<file path="config.mk">
export PLATFORM = sky130hd
export DESIGN_NAME = sram_port_arb_flat
export DESIGN_NICKNAME = d
export VERILOG_FILES = /design/src/rtl/sram_port_arb_if.sv /design/src/rtl/sram_port_arb.sv /design/src/flat_wrapper.sv
export SDC_FILE = /design/constraint.sdc
export NUM_CORES = 1
export LEC_CHECK = 0
export BUFFER_PORTS_ARGS = -buffer_cell sky130_fd_sc_hd__buf_4
export CORE_MARGIN = 1
export CORE_UTILIZATION = 45
export DETAILED_ROUTE_END_ITERATION = 12
export GPL_TIMING_DRIVEN = 0
export PLACE_DENSITY = 0.8
export RECOVER_POWER = 100
export REMOVE_ABC_BUFFERS = 1
export SETUP_SLACK_MARGIN = 0.5
export SLEW_MARGIN = 15
export SYNTH_ARGS = -nofsm -noshare
export SYNTH_HDL_FRONTEND = slang
export SYNTH_SLANG_ARGS = --single-unit
</file>
<file path="constraint.sdc">
create_clock -name i_clk -period 4.1 [get_ports i_clk]
set_input_delay 0.82 -clock i_clk [delete_from_list [all_inputs] [get_ports i_clk]]
set_output_delay 0.82 -clock i_clk [all_outputs]
set_load 0.01 [all_outputs]
</file>
<file path="src/rtl/sram_port_arb_if.sv">
// sram_port_arb_if: requester beat signals plus the SRAM-side port of the
// two-requester SRAM arbiter. Signal names match the legacy flat port list.
interface sram_port_arb_if #(
  parameter int AW = 8,
  parameter int DW = 8
);
  logic [1:0]    i_req;
  logic [1:0]    i_we;
  logic [AW-1:0] i_addr0;
  logic [AW-1:0] i_addr1;
  logic [DW-1:0] i_wdata0;
  logic [DW-1:0] i_wdata1;
  logic [1:0]    o_gnt;
  logic [1:0]    o_rvalid;
  logic [DW-1:0] o_rdata;
  logic [AW-1:0] o_waddr;
  logic [DW-1:0] o_wdata;
  logic          o_wen;
  logic [AW-1:0] o_raddr;
  logic [DW-1:0] i_rdata;

  // Arbiter side.
  modport slave (
    input  i_req, i_we, i_addr0, i_addr1, i_wdata0, i_wdata1, i_rdata,
    output o_gnt, o_rvalid, o_rdata, o_waddr, o_wdata, o_wen, o_raddr
  );

  // Requesters plus SRAM macro side.
  modport master (
    output i_req, i_we, i_addr0, i_addr1, i_wdata0, i_wdata1, i_rdata,
    input  o_gnt, o_rvalid, o_rdata, o_waddr, o_wdata, o_wen, o_raddr
  );
endinterface

</file>
<file path="src/rtl/sram_port_arb.sv">
// sram_port_arb: round-robin arbiter sharing one SRAM (separate write/read
// address ports, registered read data) between two req/gnt requesters.
// Optional feature: define SRAM_ARB_BURST_LIMIT_EN to force a hand-over after
// MAX_BURST consecutive beats while the other requester is waiting.
module sram_port_arb #(
  parameter int AW        = 8,
  parameter int DW        = 8,
  parameter int MAX_BURST = 16
) (
  input logic           i_clk,
  input logic           i_rst_n,
  sram_port_arb_if.slave bus
);

  localparam logic [1:0] IDLE = 2'd0;
  localparam logic [1:0] OWN0 = 2'd1;
  localparam logic [1:0] OWN1 = 2'd2;

  logic [1:0]    state;
  logic [1:0]    state_nxt;
  logic          rr;
  logic          owner;
  logic          beat;
  logic          beat_we;
  logic [AW-1:0] beat_addr;
  logic [DW-1:0] beat_wdata;
  logic          at_limit;
  logic [AW-1:0] waddr_q;
  logic [DW-1:0] wdata_q;
  logic [AW-1:0] raddr_q;
  logic          tag_v;
  logic          tag_own;

  // Beat decode and current-owner mux of the requester beat fields.
  always_comb begin
    owner      = (state == OWN1);
    beat       = ((state == OWN0) && bus.i_req[0]) || ((state == OWN1) && bus.i_req[1]);
    beat_we    = owner ? bus.i_we[1]    : bus.i_we[0];
    beat_addr  = owner ? bus.i_addr1    : bus.i_addr0;
    beat_wdata = owner ? bus.i_wdata1   : bus.i_wdata0;
  end

`ifdef SRAM_ARB_BURST_LIMIT_EN
  localparam int CW = $clog2(MAX_BURST + 1);
  logic [CW-1:0] cnt;

  // The MAX_BURST-th beat of a tenure is the limit beat.
  always_comb begin
    at_limit = beat && (cnt == CW'(MAX_BURST - 1));
  end

  // Beat counter: clears on ownership entry and wraps at the limit beat.
  always_ff @(posedge i_clk or negedge i_rst_n) begin
    if (!i_rst_n) begin
      cnt <= '0;
    end else if (state_nxt != state) begin
      cnt <= '0;
    end else if (beat) begin
      cnt <= at_limit ? '0 : cnt + CW'(1);
    end
  end
`else
  // Without the limit the owner keeps the grant until it drops its request.
  always_comb begin
    at_limit = 1'b0;
  end
`endif

  // Ownership next-state.
  always_comb begin
    state_nxt = state;
    case (state)
      IDLE: begin
        if (bus.i_req == 2'b11)  state_nxt = rr ? OWN1 : OWN0;
        else if (bus.i_req[0])   state_nxt = OWN0;
        else if (bus.i_req[1])   state_nxt = OWN1;
        else                     state_nxt = IDLE;
      end
      OWN0: begin
        if (!bus.i_req[0])                state_nxt = bus.i_req[1] ? OWN1 : IDLE;
        else if (at_limit && bus.i_req[1]) state_nxt = OWN1;
        else                              state_nxt = OWN0;
      end
      OWN1: begin
        if (!bus.i_req[1])                state_nxt = bus.i_req[0] ? OWN0 : IDLE;
        else if (at_limit && bus.i_req[0]) state_nxt = OWN0;
        else                              state_nxt = OWN1;
      end
      default: state_nxt = IDLE;
    endcase
  end

  // State register; the round-robin pointer favours the other side on entry.
  always_ff @(posedge i_clk or negedge i_rst_n) begin
    if (!i_rst_n) begin
      state <= IDLE;
      rr    <= 1'b0;
    end else begin
      state <= state_nxt;
      if (state_nxt != state) begin
        if (state_nxt == OWN0) rr <= 1'b1;
        if (state_nxt == OWN1) rr <= 1'b0;
      end
    end
  end

  // Held SRAM address/data values and the read-return tag.
  always_ff @(posedge i_clk or negedge i_rst_n) begin
    if (!i_rst_n) begin
      waddr_q <= '0;
      wdata_q <= '0;
      raddr_q <= '0;
      tag_v   <= 1'b0;
      tag_own <= 1'b0;
    end else begin
      if (beat && beat_we) begin
        waddr_q <= beat_addr;
        wdata_q <= beat_wdata;
      end
      if (beat && !beat_we) raddr_q <= beat_addr;
      tag_v   <= beat && !beat_we;
      tag_own <= owner;
    end
  end

  // SRAM outputs pass the beat fields through combinationally and hold otherwise.
  always_comb begin
    bus.o_gnt    = {state == OWN1, state == OWN0};
    bus.o_wen    = beat && beat_we;
    bus.o_waddr  = (beat && beat_we)  ? beat_addr  : waddr_q;
    bus.o_wdata  = (beat && beat_we)  ? beat_wdata : wdata_q;
    bus.o_raddr  = (beat && !beat_we) ? beat_addr  : raddr_q;
    bus.o_rvalid = {tag_v && tag_own, tag_v && !tag_own};
    bus.o_rdata  = bus.i_rdata;
  end

endmodule

</file>
<file path="src/flat_wrapper.sv">
// flat-port wrapper written by rule: the top's interface ports become plain ports
module sram_port_arb_flat 
#(
  parameter int AW        = 8,
  parameter int DW        = 8,
  parameter int MAX_BURST = 16
)
  (i_clk, i_rst_n, bus_i_req, bus_i_we, bus_i_addr0, bus_i_addr1, bus_i_wdata0, bus_i_wdata1, bus_i_rdata, bus_o_gnt, bus_o_rvalid, bus_o_rdata, bus_o_waddr, bus_o_wdata, bus_o_wen, bus_o_raddr);
  sram_port_arb_if #(.AW(AW), .DW(DW)) bus_i ();
  input logic i_clk;
  input logic i_rst_n;
  input wire logic [$bits(bus_i.i_req)-1:0] bus_i_req;
  input wire logic [$bits(bus_i.i_we)-1:0] bus_i_we;
  input wire logic [$bits(bus_i.i_addr0)-1:0] bus_i_addr0;
  input wire logic [$bits(bus_i.i_addr1)-1:0] bus_i_addr1;
  input wire logic [$bits(bus_i.i_wdata0)-1:0] bus_i_wdata0;
  input wire logic [$bits(bus_i.i_wdata1)-1:0] bus_i_wdata1;
  input wire logic [$bits(bus_i.i_rdata)-1:0] bus_i_rdata;
  output wire logic [$bits(bus_i.o_gnt)-1:0] bus_o_gnt;
  output wire logic [$bits(bus_i.o_rvalid)-1:0] bus_o_rvalid;
  output wire logic [$bits(bus_i.o_rdata)-1:0] bus_o_rdata;
  output wire logic [$bits(bus_i.o_waddr)-1:0] bus_o_waddr;
  output wire logic [$bits(bus_i.o_wdata)-1:0] bus_o_wdata;
  output wire logic [$bits(bus_i.o_wen)-1:0] bus_o_wen;
  output wire logic [$bits(bus_i.o_raddr)-1:0] bus_o_raddr;
  assign bus_i.i_req = bus_i_req;
  assign bus_i.i_we = bus_i_we;
  assign bus_i.i_addr0 = bus_i_addr0;
  assign bus_i.i_addr1 = bus_i_addr1;
  assign bus_i.i_wdata0 = bus_i_wdata0;
  assign bus_i.i_wdata1 = bus_i_wdata1;
  assign bus_i.i_rdata = bus_i_rdata;
  assign bus_o_gnt = bus_i.o_gnt;
  assign bus_o_rvalid = bus_i.o_rvalid;
  assign bus_o_rdata = bus_i.o_rdata;
  assign bus_o_waddr = bus_i.o_waddr;
  assign bus_o_wdata = bus_i.o_wdata;
  assign bus_o_wen = bus_i.o_wen;
  assign bus_o_raddr = bus_i.o_raddr;
  sram_port_arb #(.AW(AW), .DW(DW), .MAX_BURST(MAX_BURST)) u_core (.i_clk(i_clk), .i_rst_n(i_rst_n), .bus(bus_i));
endmodule
</file>
==> results of run 1 <==
==> cells in the final DEF, fill, tap and decap left out <==
cell       count
a21oi_1        2
nand4bb_1      1
o31a_1         1
nor2_1         3
buf_4         42
nand2b_1       2
dfrtp_1       29
o22ai_2        1
a31oi_1        1
and2_0         2
a211oi_1       1
nand2_1        1
ha_1           1
a221oi_1       1
or3_1          1
o21a_1         1
a22o_1         1
o21ai_0        1
mux2_2         7
mux2_1         9
nand3_1        1
clkbuf_4       5
nor2b_1        2
mux2i_1       24
clkbuf_1      25
inv_1         20
clkbuf_8       1
o22ai_1        1
==> stage by stage <==
step / cells / hold WS [ns] / util [%] / total power, mW / instance area, um2
2_1_floorplan: 114 / 0.4934 / - / 0.7758 / 1413
3_3_place_gp: 224 / 0.4831 / 62.26 / 1.043 / 1963
3_5_place_dp: 224 / 0.4815 / 62.26 / 1.075 / 1963
4_1_cts: 231 / 0.4169 / 64.01 / 1.246 / 2018
5_1_grt: 231 / 0.5208 / 60.44 / 1.210 / 1906
6_report: 231 / 0.4949 / 60.44 / 1.117 / 1906
==> worst max path at each step <==
stage / startpoint / endpoint / slack (ns) / depth (start not counted)
final: u_core.state[0] / bus_o_wdata[3] / 0.73 / 4
after global routing: u_core.state[0] / bus_o_wdata[0] / 0.57 / 4
after CTS: u_core.state[0] / bus_o_wdata[7] / 0.68 / 4
after detailed placement: u_core.state[0] / bus_o_wdata[7] / 1.02 / 4
after global placement: bus_i_req[1] / bus_o_wdata[0] / 1.06 / 5
after floorplan: bus_i_we[1] / bus_o_wdata[0] / 1.44 / 3
==> cell type report <==
cell class	count	area (um2)	area share (%)
sequential	29	725.7	38.08
multi-input combinational	65	589.3	30.93
timing repair buffer	66	405.4	21.27
inverter	20	75.07	3.940
clock buffer	7	55.05	2.889
tap	44	55.05	2.889
==> cell families after synthesis <==
family,Yosys count,share of synthesized area (%)
AO/OA/AOI/OAI,11,5.745
adder cells (fa/ha/maj),1,0.8089
buffers and inverters,35,13.51
flip-flops,29,46.93
multiplexers,40,27.67
AND/OR/NAND/NOR,13,5.339
==> critical path, delay by kind of cell (launching register included) <==
family / cells / cell delay (ns)
DFF: 1 / 0.54
muxes: 2 / 0.74
and+or+nand+nor: 1 / 0.81
buffers and inverters: 1 / 0.15
==> metal layers <==
metal / up-vias / global-route usage, %
met2: 68 / 33.28
li1: 541 / -
met3: 4 / 10.23
met4: 0 / 6.818
met5: - / 0
met1: 530 / 21.32
==> where the power goes <==
group | total, mW | internal (mW) | switching (mW)
logic | 0.490 | 0.213 | 0.277
registers | 0.461 | 0.416 | 0.0450
clock network | 0.167 | 0.0808 | 0.0860
==> flip-flops by register name, indices dropped and copies added, names as in the netlist <==
signal,count
u_core.tag_own,1
u_core.wdata_q,8
u_core.waddr_q,8
u_core.tag_v,1
u_core.raddr_q,8
u_core.state,2
u_core.rr,1
==> flow_metrics.tcl, run 1 <==
set metrics [dict create \
    die_height_um 60.62 \
    synthesis.area_um2 1546 \
    dieWidth_um 60.62 \
    syn-instance-count 129 \
    min_path_cells 1 \
    coreArea_um2 3153 \
    slowest_stage "nand2b_1" \
    worstPathMaxFanout 17 \
    highest-signal-layer "met4" \
    dr.pass1.iters 2 \
    slew_headroom_pct 1.166 \
    die-area_um2 3675 \
    drt_iter0_drc 24 \
    regToRegSetupSlack_ns 1.88 \
    ys_top_cells_by_count "29 x dfrtp_1, 24 x mux2i_1, 20 x inv_1" \
    rsz0062_at_grt "no" \
    clock_latency_ns 0.31 \
    ctsLongestPathBuffers 2 \
    cts_setup_buffers 0 \
    postCtsHoldBufs 0 \
    hold_viol 0 \
    grt_start_max_net_pins 30 \
    clk_pin_slew_ns 0.08 \
    syn_to_final_growth_pct 23.22 \
    period_needed_ns 3.373 \
    final_max_slew_viol_count 0 \
    leakagePower_nw 0.9952 \
    cts_sinks 29 \
    synthFlopType "dfrtp_1" \
    synth_warnings 0 \
    end_kind "primary output" \
    wire_per_inst_um 13.59 \
    max-cap-violations 0 \
    synth-edff-count 0 \
    r2r-start "u_core.state[0]" \
    fin_skew_ns 0.005823 \
    h-tree-depth 2 \
    finalSetupTns_ns 0 \
    wl_mm 3.140 \
    outcome "finished clean" \
    r2r-end "u_core.wdata_q[7]" \
    worst_slew_pin_slew_ns 1.483 \
    setup_ws_ns 0.7273 \
    antenna_found_initial 0 \
    hold_class "flop to flop" \
    synth.distinct_cells 29 \
    vias 1143 \
    dpl.hpwl_mm 2.421 \
    r2r_cells 3 \
    port_buffers 66 \
    grt_pass1_vias 1199 \
    avgSynthCellArea_um2 11.99 \
    post-place-ws_ns 1.016 \
    crit_top_cell "mux2_1" \
    min_to "u_core.wdata_q[6]" \
    crit_path_cell_trace "nand2b_1 > mux2_1 > mux2_1 > buf_4" \
    cts_resized 0 \
    postRouteAntennaNets 0 \
    cts_buffers 5 \
    hp-start "u_core.wdata_q[6]" \
    grt_pass1_wl_mm 5.181 \
    drt-met1-wl_mm 1.227 \
    drc 0 \
    ir_drop_v 0.0002989 \
    gp_congestion 0.6726 \
    num_rows 20 \
    yosys.area.top_type "dfrtp_1" \
    wl_met2_mm 1.526 \
    startpoint_type "flop" \
    critical_path_class "flop to primary output" \
    synth.ff_latch_count 29 \
    crit_path_max_incr_delay_ns 0.81 \
    diodes 0 \
    seq_area_frac_synth_pct 46.93 \
    postSynth.asyncResetShare_pct 100.0 \
    initial_core_util_pct 49.05 \
    min_period_over_period_pct 82.26 \
    cellPowerDensity_nw_per_um2 586.4 \
    wl_met3_um 359 \
    cts_tree "yes" \
    grt_overflow_total 0 \
    cts_root_buf "clkbuf_4" \
    required_ns 3.28 \
    grt.total_usage_pct 19.72 \
    layout-drive-gt1-share_pct 29.95 \
    io_pins 83 \
    arrival_ns 2.55 \
    vias_per_cell 4.948 \
    setup_viol_count_final 0 \
    max_freq_mhz 296.5 \
    synth_top_area_share_pct 46.93 \
    ys_top_cells_by_area "dfrtp_1 47%, mux2i_1 16%, mux2_2 10%" \
    fill_cells 311 \
    nNetsFinal 234 \
    synth.most_common_cell "dfrtp_1" \
]
Note: power is estimated with default switching activity, not from simulation.
==> inputs of run 2 (changes only) <==
Settings changed: ABC_AREA set to 1, CORE_UTILIZATION 45 to 40, PLACE_DENSITY 0.8 to 0.76.
Clock period 4.1 ns to 2.75 ns, I/O delays scaled along.
==> run 2 against run 1 <==
- the run now ends with max-capacitance violations, max-slew violations left
- highest routed layer unchanged
- non-clock buffer count increased by 13
- worst hold slack lost 0.021 ns
- first-iteration DRC count rose by 110%
- wire length up 30%
- worst setup slack got worse by 0.42 ns
- critical path depth rose by 5
- clock power rose to 2.7 times the previous value
- sequential share of layout area is 6.2 points lower
- sequential cell count unchanged
- global-route usage increased by 2.0 points
- critical path type unchanged
==> flow_metrics.tcl, run 2 <==
set metrics [dict create \
    outcome "finished with violations" \
    violations "max-capacitance violations, max-slew violations" \
    slew_headroom_pct -3.717 \
    antenna_found_initial 0 \
    fin_skew_ns 0.004146 \
    end_kind "primary output" \
    dieWidth_um 63.83 \
    cp_top_family "simple AND/OR/NAND/NOR gates" \
    cellPowerDensity_nw_per_um2 1185 \
    r2r-start "u_core.state[1]" \
    setup_viol_count_final 0 \
    synth_top_area_share_pct 47.46 \
    finish.instance_area_um2 2283 \
    power_mw 2.707 \
    die-area_um2 4074 \
    diodes 0 \
    h-tree-depth 2 \
    ys_top_cells_by_area "dfrtp_1 47%, nand2_1 12%, a31oi_2 8.2%" \
    crit_path_cell_trace "inv_4 > nor2_4 > nand2_1 > nand2_1 > nand2_8 > inv_6 > nor2_2 > a31oi_2 > buf_4" \
    grt_overflow_total 0 \
    dr.pass1.iters 4 \
    dpl-instance-area_um2 1958 \
    final_max_slew_viol_count 30 \
    ys_top_cells_by_count "48 x nand2_1, 29 x dfrtp_1, 15 x nand3_1" \
    final_common_cell "buf_4" \
    die_height_um 63.83 \
    layout-drive-gt1-share_pct 45.75 \
    wire_per_inst_um 13.80 \
    gp_congestion 0.8110 \
    synth.most_common_cell "nand2_1" \
    ir_drop_v 0.0006277 \
    synth.distinct_cells 17 \
    postRouteAntennaNets 0 \
    syn_to_final_growth_pct 49.35 \
    grt_start_max_net_pins 30 \
    clk_pin_slew_ns 0.06 \
    min_period_over_period_pct 88.97 \
    regToRegSetupSlack_ns 0.81 \
    max_freq_mhz 408.7 \
    arrival_ns 1.90 \
    grt.total_usage_pct 21.77 \
    cts_root_buf "clkbuf_8" \
    leakagePower_nw 1.042 \
    crit_path_max_incr_delay_ns 0.52 \
    postSynth.asyncResetShare_pct 100.0 \
    cts_tree "yes" \
    fin_util_pct 62.37 \
    max-cap-violations 1 \
    syn-instance-count 171 \
    initial_core_util_pct 41.76 \
    synth_warnings 0 \
    critical_path_class "flop to primary output" \
    final_cell_mix "57 x buf_4, 46 x nand2_1, 28 x dfrtp_1" \
    hp-start "u_core.raddr_q[7]" \
    synthFlopType "dfrtp_1" \
    startpoint_type "flop" \
    drt_iter0_drc 51 \
    yosys.area.top_type "dfrtp_1" \
    crit_top_cell "nand2_1" \
    slowest_stage "dfrtp_1" \
    clock_latency_ns 0.27 \
    cp.buffers_inverters 3 \
    hold_viol 0 \
    top_regs "u_core.raddr_q (8), u_core.waddr_q (8), u_core.wdata_q (8)" \
    dpl.hpwl_mm 2.264 \
    required_ns 2.20 \
    grt_pass1_wl_mm 6.748 \
    port_buffers 66 \
    synth-edff-count 0 \
    drc 0 \
    synthesis.area_um2 1529 \
    wl_mm 4.072 \
    seq_area_frac_synth_pct 47.46 \
    cts_buffers 5 \
    vias_per_cell 4.898 \
    synth.ff_latch_count 29 \
    rsz0062_at_grt "yes" \
    grt_pass1_vias 1383 \
    period_needed_ns 2.447 \
    cts_sinks 29 \
    worstPathMaxFanout 8 \
    avgSynthCellArea_um2 8.941 \
    ctsLongestPathBuffers 2 \
    vias 1445 \
    nNetsFinal 293 \
    cp-startpoint "u_core.state[1]" \
    io_pins 83 \
    num_rows 22 \
    coreArea_um2 3661 \
    worst_slew_pin_slew_ns 1.556 \
    hold_class "flop to flop" \
]
==> run 2: cell count changes after synthesis, sizes merged, moves of 2 or more <==
cell    change
nor2b       -2
inv         -9
nand2b      -2
nand2      +50
and2        -2
o22ai       -2
mux2       -16
a31oi      +15
mux2i      -24
nand3      +14
nor2       +19
o21a        +7
==> run 2: final timing paths <==
| check | end | cells after the start |
|---|---|---|
| min in group asynchronous | u_core.wdata_q[2] | 1 |
| worst max register to register | u_core.rr | 12 |
| worst min register to register | u_core.raddr_q[7] | 1 |
| worst min-delay path | u_core.raddr_q[7] | 1 |
| max in group asynchronous | u_core.state[0] | 1 |
| worst max-delay path | bus_o_waddr[1] | 9 |
==> run 2: kinds of logic after synthesis <==
| group | after synthesis | synth area share [%] |
|---|---|---|
| AO/OA/AOI/OAI | 25 | 14.89 |
| adder cells (fa/ha/maj) | 1 | 0.8182 |
| buffers and inverters | 28 | 11.54 |
| AND/OR/NAND/NOR | 88 | 25.29 |
| flip-flops | 29 | 47.46 |
==> run 2: final cells by class <==
| type | instances | area, um2 |
|---|---|---|
| fill | 337 | 1378 |
| multi-input combinational | 115 | 745.7 |
| sequential | 29 | 726.9 |
| timing repair buffer | 79 | 529.3 |
| clock buffer | 7 | 86.33 |
| inverter | 12 | 67.56 |
| tap | 48 | 60.06 |
| timing repair inverter | 4 | 37.54 |
| clock inverter | 1 | 30.03 |
==> run 2: through the flow <==
stage	cells	worst slack [ns]	TNS [ns]	hold slack [ns]
after global placement	269	-0.03178	-0.3226	0.4748
after detailed placement	269	-0.07428	-0.8424	0.4794
after global routing	295	0.1827	0	0.4907
final	295	0.3032	0	0.4739
after floorplan	155	0.3842	0	0.2544
after CTS	291	0.4500	0	0.2002
==> run 2: worst reg2reg max path, delay by kind of cell (launching register included) <==
kind                       cells  cell delay, ns
adders and majority gates      1            0.28
buffers and inverters          5            0.53
DFF                            1            0.52
and+or+nand+nor                6            0.51
==> run 2: routing by layer <==
layer | part of all wire, % | up-vias | wire [um] | global-route usage [%]
met2 | 48 | 55 | 1943 | 34.18
li1 | - | 698 | - | -
met1 | 44 | 688 | 1798 | 27.90
met3 | 7.5 | 4 | 304 | 8.393
met4 | 0.61 | 0 | 25 | 5.682
met5 | 0 | - | 0 | 0
==> run 2: report_power, final <==
part           internal (mW)  switching, mW
logic                  0.657          0.867
registers              0.639         0.0975
clock network          0.295          0.151
total                   1.59           1.12
==> run 2: timing repair <==
action / CTS / global route
gates cloned: 4 / 1
setup buffers: 10 / 3
hold buffers: 0 / 0
gates resized for setup: 24 / 14
endpoints found under the hold margin: 0 / 0
setup endpoints to repair: 27 / 24
pin swaps: 7 / 11
==> inputs of run 3 (changes only) <==
Settings changed: MAX_ROUTING_LAYER set to met4.
==> run 3 against run 2 <==
- the flow still finishes with violations (max-capacitance violations, max-slew violations)
- wire length grew 0.66%
- worst setup slack gained 0.0029 ns
- via count grew 0.14%
- die area is the same
- clock skew is essentially flat
- first-iteration DRC count shrank 47%
- non-clock buffer count is the same
- utilization shrank 1.1 points
- sequential share of layout area grew 0.55 points
- cell area shrank 1.7%
- clock power is essentially flat
==> flow_metrics.tcl, run 3 (synthesized netlist as in run 2, its figures left out) <==
set metrics [dict create \
    cts_tree "yes" \
    final_cell_mix "47 x buf_4, 45 x nand2_1, 29 x clkbuf_1" \
    dieWidth_um 63.83 \
    top_regs "u_core.raddr_q (8), u_core.waddr_q (8), u_core.wdata_q (8)" \
    finalSetupTns_ns 0 \
    final_max_slew_viol_count 30 \
    h-tree-depth 2 \
    grt.total_usage_pct 22.38 \
    io_pins 83 \
    drt_iter0_drc 27 \
    postRouteAntennaNets 0 \
    cellPowerDensity_nw_per_um2 1174 \
    vias 1447 \
    arrival_ns 1.89 \
    fin_util_pct 61.31 \
    hold_class "flop to flop" \
    max-cap-violations 1 \
    drc 0 \
    syn_to_final_growth_pct 46.81 \
    cts_root_buf "clkbuf_8" \
    die_height_um 63.83 \
    grt_overflow_total 0 \
    end_kind "primary output" \
    ir_drop_v 0.0005913 \
    postCtsHoldBufs 0 \
    worst_slew_pin_slew_ns 1.512 \
    setup_ws_ns 0.3062 \
    grt_pass1_vias 1383 \
    wire_per_inst_um 13.89 \
    port_buffers 66 \
    period_needed_ns 2.444 \
    violations "max-capacitance violations, max-slew violations" \
    vias_per_cell 4.905 \
    antenna_found_initial 0 \
    rsz0062_at_grt "yes" \
    clk_pin_slew_ns 0.06 \
    grt_pass1_wl_mm 6.748 \
    post-place-ws_ns -0.07428 \
    startpoint_type "flop" \
    slew_headroom_pct -0.8167 \
    dpl.hpwl_mm 2.264 \
    multiInputGateArea_um2 742.0 \
    coreArea_um2 3661 \
    gp_congestion 0.8230 \
    final_common_cell "buf_4" \
    ctsLongestPathBuffers 2 \
    hold_slack_ns 0.4790 \
    nNetsFinal 293 \
    cts_buffers 5 \
    dr.pass1.iters 4 \
    clock_latency_ns 0.27 \
    worstPathMaxFanout 8 \
    max_freq_mhz 409.2 \
    setup_viol_count_final 0 \
    wl_mm 4.099 \
    min_period_over_period_pct 88.87 \
    num_rows 22 \
    seqCellArea_um2 726.9 \
    hold_viol 0 \
    outcome "finished with violations" \
    diodes 0 \
    fill_cells 348 \
    critical_path_class "flop to primary output" \
    layout-drive-gt1-share_pct 41.70 \
    grt_start_max_net_pins 30 \
    die-area_um2 4074 \
    leakagePower_nw 1.008 \
    initial_core_util_pct 41.76 \
    required_ns 2.20 \
    fin_skew_ns 0.004601 \
    cts_sinks 29 \
]
==> run 3: cell types whose count changed in the layout (fill, tap and decap cells not counted), sizes merged <==
cell    before  now
clkbuf      28   38
buf         58   48
==> run 3: worst paths after layout <==
kind                                   start           endpoint  slack [ns]  cells past startpoint
hold reg to reg            u_core.raddr_q[7]  u_core.raddr_q[7]        0.48                      1
min in group asynchronous            i_rst_n  u_core.wdata_q[4]        0.63                      1
setup reg to reg             u_core.state[1]          u_core.rr        0.81                     12
max in group asynchronous            i_rst_n    u_core.state[0]        1.12                      1
setup / recovery             u_core.state[1]     bus_o_waddr[0]        0.31                      9
hold / removal             u_core.raddr_q[7]  u_core.raddr_q[7]        0.48                      1
==> run 3: layer usage <==
| layer | vias up | wire [um] | part of all wire, % | track usage (%) |
|---|---|---|---|---|
| li1 | 701 | - | - | - |
| met1 | 692 | 1805 | 44 | 27.90 |
| met2 | 52 | 1983 | 48 | 34.18 |
| met3 | 2 | 300 | 7.3 | 8.393 |
| met4 | 0 | 8 | 0.20 | 5.682 |
| met5 | - | 0 | 0 | - |
==> run 3: power breakdown <==
group	internal [mW]	total [mW]	switching (mW)
combinational	0.581	1.45	0.869
clock	0.295	0.447	0.152
sequential	0.640	0.739	0.0993
==> run 3: metrics by stage <==
stage	area [um2]	power [mW]	std cells
2_1_floorplan	1403	1.485	155
3_3_place_gp	1958	2.028	269
3_5_place_dp	1958	2.052	269
4_1_cts	2280	2.761	291
5_1_grt	2245	2.835	295
6_report	2245	2.635	295
==> run 3: cell type report <==
cell class / instances / area share [%]
inverters: 12 / 3.010
well taps: 48 / 2.676
clock buffers: 7 / 3.846
multi-input cells: 115 / 33.05
clock inverters: 1 / 1.338
repair buffers: 79 / 21.91
repair inverters: 4 / 1.784
flip-flops and latches: 29 / 32.39
==> run 3: timing repair <==
item                                    4_1_cts  5_1_grt
hold endpoints to repair                      0        0
gates cloned                                  4        1
pin swaps                                     7       11
buffers inserted                             10        3
gates resized for setup                      24       14
endpoints found under the setup margin       27       24
==> run 3: worst max-delay path, stage by stage (launching register included) <==
cell	delay [ns]
dfrtp_1	0.52
inv_4	0.07
nor2_4	0.13
nand2_2	0.09
nand2_1	0.17
nand2_8	0.12
inv_6	0.14
nor2_2	0.05
a31oi_2	0.15
clkbuf_1	0.20
